`src/rtl/cga_alu_pkg.sv`:
```
// Shared types and constants for the CGA ALU datapath.
package cga_alu_pkg;

  localparam int unsigned REGFILE_DEPTH = 16;

  typedef enum logic [2:0] {
    DestQreg  = 3'd0,
    DestNop   = 3'd1,
    DestRama  = 3'd2,
    DestRamf  = 3'd3,
    DestRamqd = 3'd4,
    DestRamd  = 3'd5,
    DestRamqu = 3'd6,
    DestRamu  = 3'd7
  } dest_t;

endpackage

```
`src/rtl/cga_alu_regfile.sv`:
```
// 16x16 working register file: two asynchronous read ports, one synchronous
// write port, synchronous clear.
module cga_alu_regfile
  import cga_alu_pkg::*;
(
  input  logic        clk_i,
  input  logic        rst_i,
  input  logic        we_i,
  input  logic [3:0]  waddr_i,
  input  logic [15:0] wdata_i,
  input  logic [3:0]  raddr_a_i,
  input  logic [3:0]  raddr_b_i,
  output logic [15:0] rdata_a_o,
  output logic [15:0] rdata_b_o
);

  logic [15:0] mem_q [REGFILE_DEPTH];
  logic [15:0] mem_d [REGFILE_DEPTH];

  always_comb begin
    for (int i = 0; i < REGFILE_DEPTH; i++) begin
      mem_d[i] = mem_q[i];
    end
    if (we_i) begin
      mem_d[waddr_i] = wdata_i;
    end
  end

  always_ff @(posedge clk_i) begin
    for (int i = 0; i < REGFILE_DEPTH; i++) begin
      if (rst_i) begin
        mem_q[i] <= '0;
      end else begin
        mem_q[i] <= mem_d[i];
      end
    end
  end

  // No write-through: a same-cycle read returns the pre-write contents.
  assign rdata_a_o = mem_q[raddr_a_i];
  assign rdata_b_o = mem_q[raddr_b_i];

endmodule

```
`src/rtl/cga_alu_dest.sv`:
```
// CGA ALU destination stage: decodes DEST, shifts F/Q and writes the
// register file and Q register; drives the Y bus and shift-out pins.
module cga_alu_dest
  import cga_alu_pkg::*;
(
  input  logic        sysclk,
  input  logic        sys_rst,
  input  logic        CE,
  input  logic [2:0]  DEST_2_0,
  input  logic [3:0]  A_3_0,
  input  logic [3:0]  B_3_0,
  input  logic [15:0] F_15_0,
  input  logic        RSI_DN,
  input  logic        RSI_UP,
  input  logic        QSI_DN,
  input  logic        QSI_UP,
  output logic [15:0] A_15_0,
  output logic [15:0] B_15_0,
  output logic [15:0] Q_15_0,
  output logic [15:0] Y_15_0,
  output logic        RSO_DN,
  output logic        RSO_UP,
  output logic        QSO_DN,
  output logic        QSO_UP
);

  dest_t       dest;
  logic [15:0] q_q, q_d;
  logic [15:0] rf_a, rf_b;
  logic [15:0] rf_wdata;
  logic        rf_wr;
  logic        rf_we;
  logic [15:0] q_next;

  assign dest = dest_t'(DEST_2_0);

  always_comb begin
    rf_wr    = 1'b0;
    rf_wdata = F_15_0;
    q_next   = q_q;
    Y_15_0   = F_15_0;
    unique case (dest)
      DestQreg:  q_next = F_15_0;
      DestNop:   ;
      DestRama: begin
        rf_wr  = 1'b1;
        Y_15_0 = rf_a;
      end
      DestRamf:  rf_wr = 1'b1;
      DestRamqd: begin
        rf_wr    = 1'b1;
        rf_wdata = {RSI_DN, F_15_0[15:1]};
        q_next   = {QSI_DN, q_q[15:1]};
      end
      DestRamd: begin
        rf_wr    = 1'b1;
        rf_wdata = {RSI_DN, F_15_0[15:1]};
      end
      DestRamqu: begin
        rf_wr    = 1'b1;
        rf_wdata = {F_15_0[14:0], RSI_UP};
        q_next   = {q_q[14:0], QSI_UP};
      end
      DestRamu: begin
        rf_wr    = 1'b1;
        rf_wdata = {F_15_0[14:0], RSI_UP};
      end
      default: ;
    endcase
  end

  // CE gates state updates only; Y and shift-outs stay live.
  assign rf_we = rf_wr & CE;
  assign q_d   = CE ? q_next : q_q;

  always_ff @(posedge sysclk) begin
    if (sys_rst) begin
      q_q <= '0;
    end else begin
      q_q <= q_d;
    end
  end

  cga_alu_regfile u_regfile (
    .clk_i     (sysclk),
    .rst_i     (sys_rst),
    .we_i      (rf_we),
    .waddr_i   (B_3_0),
    .wdata_i   (rf_wdata),
    .raddr_a_i (A_3_0),
    .raddr_b_i (B_3_0),
    .rdata_a_o (rf_a),
    .rdata_b_o (rf_b)
  );

  assign A_15_0 = rf_a;
  assign B_15_0 = rf_b;
  assign Q_15_0 = q_q;
  assign RSO_DN = F_15_0[0];
  assign RSO_UP = F_15_0[15];
  assign QSO_DN = q_q[0];
  assign QSO_UP = q_q[15];

endmodule

```
`config.mk`:
```
export PLATFORM = sky130hd
export DESIGN_NAME = cga_alu_dest
export DESIGN_NICKNAME = d
export VERILOG_FILES = /design/src/rtl/cga_alu_pkg.sv /design/src/rtl/cga_alu_regfile.sv /design/src/rtl/cga_alu_dest.sv
export SDC_FILE = /design/constraint.sdc
export NUM_CORES = 1
export LEC_CHECK = 0
export BUFFER_PORTS_ARGS = -buffer_cell sky130_fd_sc_hd__buf_4
export CAP_MARGIN = 20
export CORE_AREA = 2 2 149 296
export CTS_BUF_LIST = sky130_fd_sc_hd__clkbuf_4
export DETAILED_ROUTE_END_ITERATION = 12
export DIE_AREA = 0 0 151 298
export GPL_ROUTABILITY_DRIVEN = 0
export SETUP_SLACK_MARGIN = 0.1
export SYNTH_ARGS = -nofsm -noshare
export SYNTH_HDL_FRONTEND = slang
export SYNTH_SLANG_ARGS = --single-unit
export TNS_END_PERCENT = 100
```
`constraint.sdc`:
```
create_clock -name sysclk -period 3.04 [get_ports sysclk]
set_clock_uncertainty 0.2 [all_clocks]
set_input_delay 0.608 -clock sysclk [delete_from_list [all_inputs] [get_ports sysclk]]
set_output_delay 0.608 -clock sysclk [all_outputs]
set_load 0.03 [all_outputs]
```
==> out/metrics.yaml <==
layout.nets: 1602
antenna_found_initial: 1
ir_worst_vdd_mv: 0.3164
first_pass_iters: 7
final_area_mm2: 0.01821
p_leak_nw: 6.527
grt_pass1_vias: 12630
async_reset_ff_frac: 0
place_area_mm2: 0.01677
dp_hpwl_um: 36610
syn-cell-area_mm2: 0.01476
final_max_slew_viol_count: 0
cp_cell_sequence: "mux4_2, mux4_2, buf_6"
ys_ff_latch: 272
max_stage_delay_ns: 0.55
end_kind: "primary output"
cp_slowest_cell: "mux4_2"
r2r_slack_ns: 1.45
outcome: "finished with violations"
cts-root-buf: "clkbuf_4"
cts.htree.levels: 2
hold_path.class: "in -> reg"
drv_cap: 0
die_x_um: 151
io_buffers: 101
startpoint: "u_regfile.mem_q[10][6]"
fin_crit_ns: 3.157
cp.required_ns: 2.23
ant_nets: 0
cts.path.max_buffers: 3
p_per_area_mw_per_mm2: 424.0
cts-buffers-inserted: 58
register_area_mm2: 0.005548
ys_warn_count: 0
cts.sinks: 272
finalWirelength_um: 53340
cp-start-kind: "flip-flop"
arrival_ns: 2.35
slew_headroom: 0.5414
timing.final.crit_share: 1.039
multi_input_area_mm2: 0.008851
wire_per_inst_um: 24.74
syn_inst: 1397
vias: 12390
utilization: 0.4278
cts.clk_slew.worst_paths_ns: 0.08
via_per_inst: 5.746
clk_latency_ns: 0.81
syn_avg_cell_area_um2: 10.57
globalRouteTotalUtil: 0.2350
synth.distinct_cells: 34
synth-edff-count: 0
hold_violations: 0
crit_top_cell: "mux4_2"
drtIter0Drc: 997
failed_checks: "negative setup slack"
grt_max_degree: 72
rows: 107
overflow: 0
cts_tree: "yes"
io_pins: 102
start_util: 0.3468
setup_viol: 19
total_power_mw: 7.722
fp.dieArea_mm2: 0.04500
drive_above_1_share: 0.3584
grt_pass1_wl_um: 78510
ys_top_cells_by_area: "dfxtp_1 37%, mux2i_1 22%, mux4_2 17%"
rsz0062_at_grt: "yes"
core_area_mm2: 0.04257
yosysTopAreaCellShare: 0.3688
synth_seq_area_share: 0.3688
hold_start: "QSI_DN"
synth-main-ff-cell: "dfxtp_1"
worstReg2RegStart: "Q_15_0[1]"
worst-path-max-fanout: 3
fin_ws_ns: -0.1174
die_y_um: 298
fmax_mhz: 316.7
drt_drc_violations_left: 0
mappedNetlistNets: 1431
area_delta_synth_final_pct: 23.35
nFillCells: 4083
worst_pin_slew_ns: 0.6834
synth_top_cell_by_area: "dfxtp_1"
crit_type: "reg -> out"
==> Yosys cell counts (14+ instances only) <==
master    number
mux2i_1      320
dfxtp_1      272
nor2_1       226
mux4_2       112
nand2_1       81
clkbuf_1      60
buf_2         50
a21oi_1       48
a22oi_1       48
o21ai_0       48
nand2b_1      19
buf_4         18
a311oi_1      16
o21ai_1       16
o221ai_1      16
buf_6         14
==> worst paths after layout <==
path	endpoint	cells past startpoint
setup reg to reg	Q_15_0[0]	3
hold / removal	Q_15_0[15]	3
hold reg to reg	u_regfile.mem_q[7][2]	2
setup / recovery	B_15_0[6]	3
==> where the power goes <==
group	switching, mW	internal, mW	leakage, nW
registers	0.0473	3.61	2.24
logic	0.762	0.497	3.86
clock network	1.55	1.26	0.432
total	2.36	5.36	6.53
==> cell usage in the layout, fill, tap and decap left out, types with 13 or more instances in the layout <==
cell,n
mux2i_1,302
nor2_1,226
dfxtp_1,192
buf_4,175
mux4_2,112
nand2_1,81
dfxtp_2,79
clkbuf_4,76
a22oi_1,48
o21ai_0,48
a21oi_1,48
buf_6,41
buf_12,20
nand2b_1,19
dlygate4sd3_1,17
o21ai_1,16
a311oi_1,16
clkinv_1,13
==> final cells by class <==
class | instances | area share
inverters | 3 | 0.0006183
flip-flops and latches | 272 | 0.3046
clock inverters | 26 | 0.007489
diodes | 1 | 0.0001374
multi-input cells | 977 | 0.4860
well taps | 545 | 0.03744
clock buffers | 76 | 0.03133
repair buffers | 256 | 0.1323
==> registers in the layout, indices dropped and copies added, names as in the netlist <==
name	flops
Q_15_0	16
u_regfile.mem_q	256
==> metrics by stage <==
| step | setup TNS, ns | instances | setup slack (ns) | hold WS, ns |
|---|---|---|---|---|
| after global placement | -0.6153 | 2030 | -0.08013 | 0.2753 |
| final | -0.8639 | 2156 | -0.1174 | 0.03736 |
| after detailed placement | -0.7860 | 2031 | -0.07892 | 0.2870 |
| after global routing | -1.907 | 2156 | -0.1498 | 0.05083 |
| after CTS | -1.672 | 2151 | -0.1398 | 0.004688 |
| after floorplan | 0 | 1397 | 0.04734 | 0.2604 |
==> timing repair <==
item	CTS	global route
cloned	0	2
resized for setup	123	34
setup endpoints to repair	48	48
hold buffers	17	0
hold endpoints to repair	16	0
pin swaps	0	1
setup buffers	1	0
==> worst max-delay path, delay by kind of cell, from the launching register on <==
kind / cells / cell delay [ns]
buf+inv: 1 / 0.18
flops: 1 / 0.35
mux: 2 / 1.02
==> layer usage <==
metal | track usage | vias to the layer above | wire length [µm]
met5 | 0 | - | 0
met4 | 0.1455 | 0 | 3531
met2 | 0.4091 | 545 | 27190
met3 | 0.03966 | 198 | 3175
li1 | - | 5491 | -
met1 | 0.2619 | 6154 | 19430
==> cell families (layout without fill, tap and decap cells) <==
kind of cell | after synthesis | after routing | share of synthesized area
muxes | 432 | 432 | 0.3878
buffers and inverters | 148 | 361 | 0.05356
other | 0 | 1 | 0
and+or+nand+nor | 349 | 349 | 0.1041
AOI/OAI and AO/OA | 196 | 196 | 0.08576
DFF | 272 | 272 | 0.3688
Power figures use the tool's default switching activity.
